## config.mk

```make
export PLATFORM = sky130hd
export DESIGN_NAME = operand_fifo
export DESIGN_NICKNAME = d
export VERILOG_FILES = /design/src/rtl/operand_fifo.sv
export SDC_FILE = /design/constraint.sdc
export NUM_CORES = 1
export LEC_CHECK = 0
export ABC_AREA = 1
export CORE_AREA = 3 3 113 115
export DETAILED_ROUTE_END_ITERATION = 10
export DIE_AREA = 0 0 116 118
export SETUP_SLACK_MARGIN = 0.2
export SLEW_MARGIN = 20
export SYNTH_ARGS = -nofsm -noshare
export SYNTH_HDL_FRONTEND = slang
export SYNTH_SLANG_ARGS = --single-unit
```

## constraint.sdc

```tcl
create_clock -name clk -period 2.3 [get_ports clk]
set_clock_uncertainty 0.15 [all_clocks]
set_input_delay 0.575 -clock clk [delete_from_list [all_inputs] [get_ports clk]]
set_output_delay 0.575 -clock clk [all_outputs]
set_load 0.005 [all_outputs]
```

## src/rtl/operand_fifo.sv

```systemverilog
// operand_fifo: first-word-fall-through operand queue between the 16-bit
// buffer stage and its consumer. Storage is a flop array indexed by
// wrapping read/write pointers; an explicit occupancy counter drives
// full/empty so the pointers need no extra wrap bit.
module operand_fifo #(
  parameter int WIDTH = 16,
  parameter int DEPTH = 4,
  localparam int PW = (DEPTH > 1) ? $clog2(DEPTH) : 1,
  localparam int CW = $clog2(DEPTH + 1)
) (
  input  logic             clk,
  input  logic             rst,
  input  logic             flush,
  input  logic [WIDTH-1:0] in_data,
  input  logic             in_valid,
  output logic             in_ready,
  output logic [WIDTH-1:0] out_data,
  output logic             out_valid,
  input  logic             out_ready,
  output logic [CW-1:0]    count,
  output logic             full,
  output logic             empty
);

  logic [DEPTH-1:0][WIDTH-1:0] mem_q, mem_d;
  logic [PW-1:0]               wr_ptr_q, wr_ptr_d;
  logic [PW-1:0]               rd_ptr_q, rd_ptr_d;
  logic [CW-1:0]               count_q, count_d;
  logic                        push, pop;

  // Status and handshakes come only from registered state; a full FIFO
  // refuses a push even when the head is being popped in the same cycle.
  assign full      = (count_q == CW'(DEPTH));
  assign empty     = (count_q == '0);
  assign in_ready  = !full;
  assign out_valid = !empty;
  assign out_data  = mem_q[rd_ptr_q];
  assign count     = count_q;
  assign push      = in_valid && in_ready;
  assign pop       = out_valid && out_ready;

  // Next-state: flush rewinds pointers/count and drops this cycle's push/pop;
  // stored words are left in place since they become unreachable anyway.
  always_comb begin
    mem_d    = mem_q;
    wr_ptr_d = wr_ptr_q;
    rd_ptr_d = rd_ptr_q;
    count_d  = count_q;
    if (flush) begin
      wr_ptr_d = '0;
      rd_ptr_d = '0;
      count_d  = '0;
    end else begin
      if (push) begin
        mem_d[wr_ptr_q] = in_data;
        wr_ptr_d        = wr_ptr_q + PW'(1);
      end
      if (pop) begin
        rd_ptr_d = rd_ptr_q + PW'(1);
      end
      if (push && !pop) begin
        count_d = count_q + CW'(1);
      end else if (pop && !push) begin
        count_d = count_q - CW'(1);
      end
    end
  end

  // State registers; reset also zeroes storage so out_data is never X.
  always_ff @(posedge clk) begin
    if (rst) begin
      mem_q    <= '0;
      wr_ptr_q <= '0;
      rd_ptr_q <= '0;
      count_q  <= '0;
    end else begin
      mem_q    <= mem_d;
      wr_ptr_q <= wr_ptr_d;
      rd_ptr_q <= rd_ptr_d;
      count_q  <= count_d;
    end
  end

endmodule
```

==> results.ini, run 1 <==
[clocking]
clk_pin_slew_ps = 60
postCtsHoldBufs = 0
ctsRootBufferMaster = clkbuf_16
clk_path_buf_depth = 2
cts_tree = done
cts_buffers = 9
clock-sinks = 71
htreeDepth = 3
clock_insertion_delay_worst_skew_ps = 330

[global_routing]
antenna_found_initial = 0
grt_pass1_vias = 3438
grt_pass1_wl_um = 15420
grt.total_usage_pct = 13.98
grt_max_degree = 65
grt_overflow_total = 0

[setup_path]
crit_arrival_ps = 1400
worstRegToRegCells = 13
cp_max_fo = 11
crit_required_ps = 1570
rr_endpoint = count[2]$_SDFFE_PP0P_
end_kind = output pin
start_kind = register
critPathKind = reg -> out
r2r_start = count[0]$_SDFFE_PP0P_
r2r_slack_ps = 330

[synth]
syn_area_sq_um = 3542
synth_top_family_by_area = simple AND/OR/NAND/NOR gates
synth_fa_ha_area_share_pct = 2.331
synthesis.nets = 577
synth_most_common_cell = nand2_1
ys.flop_type = dfxtp_1
ys_warn_count = 0
synth_edf_count = 0
synthSimpleGateAreaFrac_pct = 33.31
synth-seq-cells = 71
post_synth_mux_area_share_pct = 0
syn_avg_cell_area_sq_um = 6.440
yosys.cell_types.count = 17
synth_top_area_share_pct = 40.13
post_synth_xor_area_fraction_pct = 0.4945
netlist_instances = 550
synth.area.top_cells = dfxtp_1 (40%), nand2_1 (16%), nor2_1 (14%), inv_1 (8.2%), a21oi_1 (7.6%)
ys_seq_area_share_pct = 40.13
synth_top_area_cell = dfxtp_1
synth_compound_area_share_pct = 10.31
async_flop_share_pct = 0
synthTopCellsByCount = nand2_1 (153), nor2_1 (130), inv_1 (77)

[floorplan]
coreArea_sq_um = 11910
die_area_sq_um = 13690
start_util_pct = 29.74
die_h_um = 118
row_count = 40
io_pins = 44
die-width_um = 116

[drt]
drc = 0
viasPerCell = 4.531
drt-pass1-iter-count = 4
vias = 3403
postRouteAntennaNets = 0
wirelength_um = 9671
wire_per_inst_um = 12.88
drtIter0Drc = 150

[pwr]
power_mw = 3.297
p_per_area_nw_per_um2 = 698.1
vdd_drop_max_mv = 0.3085
p_leak_nw = 2.400

[cells_and_area]
area_delta_synth_final_pct = 33.35
final_nets = 626
finalInstanceArea_sq_um = 4723
antenna_cells = 0
final_cells = 751
drive_gt1_share_pct = 15.23

[place]
place.port_buffers = 43
gp_congestion = 0.7684
dp.cells = 725
place_area_sq_um = 4172
place_hpwl_um = 5355
pre_cts_ws_ps = -129.8

[timing]
min_period_ps = 2129
finalSetupViolCount = 0
tightest_slew_ps = 310.0
maxSlewHeadroom_pct = 79.31
finalMaxSlewViolations = 0
rsz0062_at_grt = true
setup_ws_ps = 171.1
hold_viol_final = 0
finalCritPeriodShare_pct = 92.56
clock.fmax_mhz = 469.7

[hold_path]
holdCritStartpoint = mem_q[36]$_SDFFE_PP0P_
whs_path_depth = 4
hp-class = reg -> reg
min_to = mem_q[36]$_SDFFE_PP0P_

[job]
drv_cap = 0

[outcome]
status = completed

==> metrics by stage <==
step	setup TNS (ps)	hold slack (ps)	util (%)
after floorplan	0	319.0	-
after global placement	-87.18	326.5	35.02
after detailed placement	-129.8	336.8	35.02
after CTS	0	360.9	38.32
after global routing	0	382.2	39.65
final	0	361.2	39.65
==> what timing repair did <==
action                                  CTS  global route
cloned                                    2             3
pin swaps                                 4             4
endpoints found under the setup margin   20            18
setup buffers                             4             1
gates resized for setup                  87            44
==> cell families after synthesis <==
family                   Yosys count
flip-flops                        71
adder cells (fa/ha/maj)            6
XOR/XNOR                           2
AND/OR/NAND/NOR                  292
AO/OA/AOI/OAI                     73
buffers and inverters            106
==> worst max path at each step <==
| stage | from | endpoint | cells after the start |
|---|---|---|---|
| 5_1_grt | rd_ptr_q[0]$_SDFFE_PP0P_ | out_data[1] | 6 |
| 6_report | rd_ptr_q[0]$_SDFFE_PP0P_ | out_data[1] | 6 |
| 4_1_cts | rd_ptr_q[0]$_SDFFE_PP0P_ | out_data[3] | 6 |
| 3_5_place_dp | in_valid | count[2]$_SDFFE_PP0P_ | 10 |
| 3_3_place_gp | in_valid | count[2]$_SDFFE_PP0P_ | 10 |
| 2_1_floorplan | count[0]$_SDFFE_PP0P_ | count[2]$_SDFFE_PP0P_ | 11 |
==> flip-flops by register name, summed over array words and instances (netlist names) <==
name and cells:
rd_ptr_q 2, count 3, wr_ptr_q 2, mem_q 64
==> cell type report <==
cell class	count	area, sq um
Fill cell	1217	7188
Clock inverter	7	103.9
Inverter	78	302.8
Clock buffer	9	225.2
Sequential cell	71	1438
Timing Repair Buffer	66	728.2
Tap cell	147	183.9
Multi-Input combinational cell	373	1742
==> where the power goes <==
| group | leakage (nW) | switching [mW] | internal, mW |
|---|---|---|---|
| Combinational | 1.66 | 0.256 | 0.206 |
| Sequential | 0.580 | 0.0275 | 1.28 |
| Clock | 0.161 | 0.569 | 0.963 |
| Total | 2.40 | 0.852 | 2.45 |
==> routing by layer <==
metal / global-route usage (%) / vias to the layer above / share of wire, %
met2: 25.90 / 57 / 52
li1: - / 1753 / -
met4: 5.004 / 0 / 2.2
met5: 0 / - / 0
met3: 2.519 / 16 / 3.1
met1: 15.60 / 1577 / 43
==> worst max-delay path, stage by stage (launching register included) <==
cell	delay [ps]
dfxtp_4	380
inv_8	60
buf_12	150
o21ai_2	130
a21oi_1	70
a21oi_2	150
clkbuf_2	140
==> cell usage in the layout, fill, tap and decap left out, types with 2 or more instances in the layout <==
cell             instances
xor2_1                   2
clkinv_4                 3
dfxtp_1                 66
o21ai_2                 12
inv_1                   74
buf_2                   15
nand2_4                  2
nand4_4                  4
buf_12                   8
a21oi_2                  4
ha_1                     4
dlymetal6s2s_1           2
nand3_1                  2
a21oi_1                 50
inv_2                    2
buf_4                    8
dfxtp_4                  4
inv_6                    2
dlygate4sd2_1            3
clkdlybuf4s50_1         22
o21ai_0                  2
o21ai_1                  4
nor2_1                 130
buf_16                   2
nand2_1                151
clkbuf_16               12
bufinv_16                2
No activity file was read; power rests on OpenSTA's default activity.
==> inputs of run 2 (changes only) <==
--- a/config.mk
+++ b/config.mk
@@ -6,6 +6,7 @@
 export NUM_CORES = 1
 export LEC_CHECK = 0
 export ABC_AREA = 1
+export CAP_MARGIN = 25
 export CORE_AREA = 3 3 113 115
 export DETAILED_ROUTE_END_ITERATION = 10
 export DIE_AREA = 0 0 116 118
==> results of run 2 <==
The final DEF is identical to that of run 1; final timing and power are the same.
==> inputs of run 3 (changes only) <==
--- a/config.mk
+++ b/config.mk
@@ -5,11 +5,10 @@
 export SDC_FILE = /design/constraint.sdc
 export NUM_CORES = 1
 export LEC_CHECK = 0
-export ABC_AREA = 1
 export CAP_MARGIN = 25
-export CORE_AREA = 3 3 113 115
+export CORE_AREA = 3 3 111 113
 export DETAILED_ROUTE_END_ITERATION = 10
-export DIE_AREA = 0 0 116 118
+export DIE_AREA = 0 0 114 116
 export SETUP_SLACK_MARGIN = 0.2
 export SLEW_MARGIN = 20
 export SYNTH_ARGS = -nofsm -noshare
==> run 3 against run 2 <==
Non-clock buffer count up 3; synthesized cell count down 46%; register-to-register slack worse by 190 ps; clock-buffer cell count up 1; highest routed layer unchanged.
==> results.ini, run 3 <==
[outcome]
status = completed

[pwr]
clkPwrFrac_pct = 45.9
netSwitchingFraction_pct = 23.14
p_per_area_nw_per_um2 = 700.7
power_frac_comb_pct = 13.3
seqPwrFrac_pct = 40.8
vdd_drop_max_mv = 0.2893
power_mw = 3.141
p_leak_nw = 1.939
p_switching_mw = 0.7270
internal_power_mw = 2.414

[timing]
finalCritPeriodShare_pct = 98.77
finalSetupViolCount = 0
clock.fmax_mhz = 440.2
maxSlewHeadroom_pct = 74.24
finalMaxSlewViolations = 0
hold_viol_final = 0
min_period_ps = 2272
tightest_slew_ps = 381.5
hold_slack_ps = 321.1
rsz0062_at_grt = true

[global_routing]
grt_pass1_vias = 2407
grt_overflow_total = 0
grt.total_usage_pct = 11.73
grt_max_degree = 81
antenna_found_initial = 0
grt_pass1_wl_um = 12010

[setup_path]
end_kind = output pin
crit_required_ps = 1570
r2r_slack_ps = 140
cp_max_fo = 8
critPathKind = reg -> out
start_kind = register
crit_arrival_ps = 1550

[cells_and_area]
mostFrequentLayoutCells = nand2b_1 (80), dfxtp_1 (67), mux2i_1 (65), clkdlybuf4s50_1 (20), mux4_2 (16)
multi_input_area_sq_um = 1869
regMostFlops = mem_q
area_delta_synth_final_pct = 31.49
final_cells = 501
fillers = 1136
finalInstanceArea_sq_um = 4483
seq_area_sq_um = 1436
final_nets = 380
antenna_cells = 0
final_common_cell = nand2b_1
drive_gt1_share_pct = 27.65
largest_register_ffs = 64

[drt]
drtIter0Drc = 94
wire_per_inst_um = 14.77
drc = 0
viasPerCell = 4.565
postRouteAntennaNets = 0
drt-pass1-iter-count = 4
wirelength_um = 7402
vias = 2287

[clocking]
cts_tree = done
clock_insertion_delay_worst_skew_ps = 330
cts_buffers = 9
clock-sinks = 71
clk_path_buf_depth = 2
postCtsHoldBufs = 0
clk_pin_slew_ps = 60
ctsRootBufferMaster = clkbuf_16
htreeDepth = 3

[synth]
synth_edf_count = 0
ys_seq_area_share_pct = 41.69
async_flop_share_pct = 0
synth_most_common_cell = nand2b_1
syn_avg_cell_area_sq_um = 11.56
syn_area_sq_um = 3410
ys.flop_type = dfxtp_1
synthesis.nets = 322
synth_top_area_share_pct = 41.69
yosys.cell_types.count = 30
ys_warn_count = 0
synth-seq-cells = 71
netlist_instances = 295
synthTopCellsByCount = nand2b_1 (80), dfxtp_1 (71), mux2i_1 (65)
synth.area.top_cells = dfxtp_1 (42%), mux2i_1 (19%), nand2b_1 (15%), mux4_2 (11%), buf_6 (2.0%)
synth_top_area_cell = dfxtp_1

[hold_path]
hp-class = reg -> reg

[place]
place_hpwl_um = 4781
place_area_sq_um = 4101
dp.cells = 476
place.port_buffers = 43
gp_congestion = 0.7037

[floorplan]
die_h_um = 116
row_count = 39
io_pins = 44
start_util_pct = 29.86
coreArea_sq_um = 11420
die_area_sq_um = 13220
die-width_um = 114

[job]
drv_cap = 0

run 3: cell count changes after synthesis, moves of 4 or more:
cell / change
nand2_1: -153
nor2_1: -125
nand2b_1: +80
inv_1: -72
mux2i_1: +65
a21oi_1: -52
o21ai_0: -18
mux4_2: +16
buf_2: -12
clkbuf_1: +6
nand4_4: -4
run 3: power groups by stage:
stage	Combinational [mW]	Clock [mW]	Sequential [mW]
finish	0.418	1.44	1.28
global route	0.455	1.53	1.29
CTS	0.408	1.47	1.28
detailed placement	0.390	0	1.31
global placement	0.385	0	1.31
floorplan	0.224	0	1.31
run 3: worst paths after layout:
| check | cells past startpoint | endpoint | startpoint |
|---|---|---|---|
| min reg2reg | 2 | mem_q[36]$_SDFFE_PP0P_ | mem_q[36]$_SDFFE_PP0P_ |
| max | 3 | out_data[14] | rd_ptr_q[0]$_SDFFE_PP0P_ |
| max reg2reg | 8 | count[2]$_SDFFE_PP0P_ | count[2]$_SDFFE_PP0P_ |
| min | 2 | mem_q[36]$_SDFFE_PP0P_ | mem_q[36]$_SDFFE_PP0P_ |
run 3: logic make-up after synthesis:
| family | share of synthesized area, % |
|---|---|
| compound gates | 1.358 |
| buf+inv | 4.954 |
| flops | 41.69 |
| mux | 29.65 |
| simple gates | 18.90 |
| xor+xnor | 1.027 |
| fa+ha+maj | 2.422 |
run 3: cell type report:
| type | count | share of cell area, % |
|---|---|---|
| repair buffers | 69 | 14.82 |
| flip-flops and latches | 71 | 32.04 |
| inverters | 5 | 0.4186 |
| well taps | 143 | 3.991 |
| multi-input cells | 197 | 41.70 |
| clock inverters | 6 | 1.451 |
| clock buffers | 10 | 5.582 |
run 3: layer usage:
| layer | part of all wire [%] | GRT usage, % | wire length (um) |
|---|---|---|---|
| met4 | 0.77 | 4.038 | 57 |
| met2 | 49 | 19.67 | 3661 |
| met1 | 45 | 14.31 | 3327 |
| met3 | 4.8 | 3.655 | 356 |
| met5 | 0 | 0 | 0 |
run 3: what timing repair did:
| item | CTS | global route |
|---|---|---|
| endpoints found under the setup margin | 21 | 20 |
| resized for setup | 85 | 12 |
| endpoints found under the hold margin | 0 | 0 |
| cloned | 1 | 0 |
| setup buffers | 6 | 2 |
| pin swaps | 7 | 5 |
run 3: metrics by stage:
stage / TNS [ps] / util, % / setup slack [ps]
after floorplan: 0 / - / 119.5
after global placement: -267.0 / 35.92 / -237.9
after detailed placement: -825.2 / 35.92 / -278.8
after CTS: 0 / 38.81 / 9.808
after global routing: -94.17 / 39.26 / -30.34
final: 0 / 39.26 / 28.32
run 3: critical path, cell delays in order, from the launching register on:
cell,delay [ps]
dfxtp_4,390
buf_12,150
mux4_2,530
buf_6,140
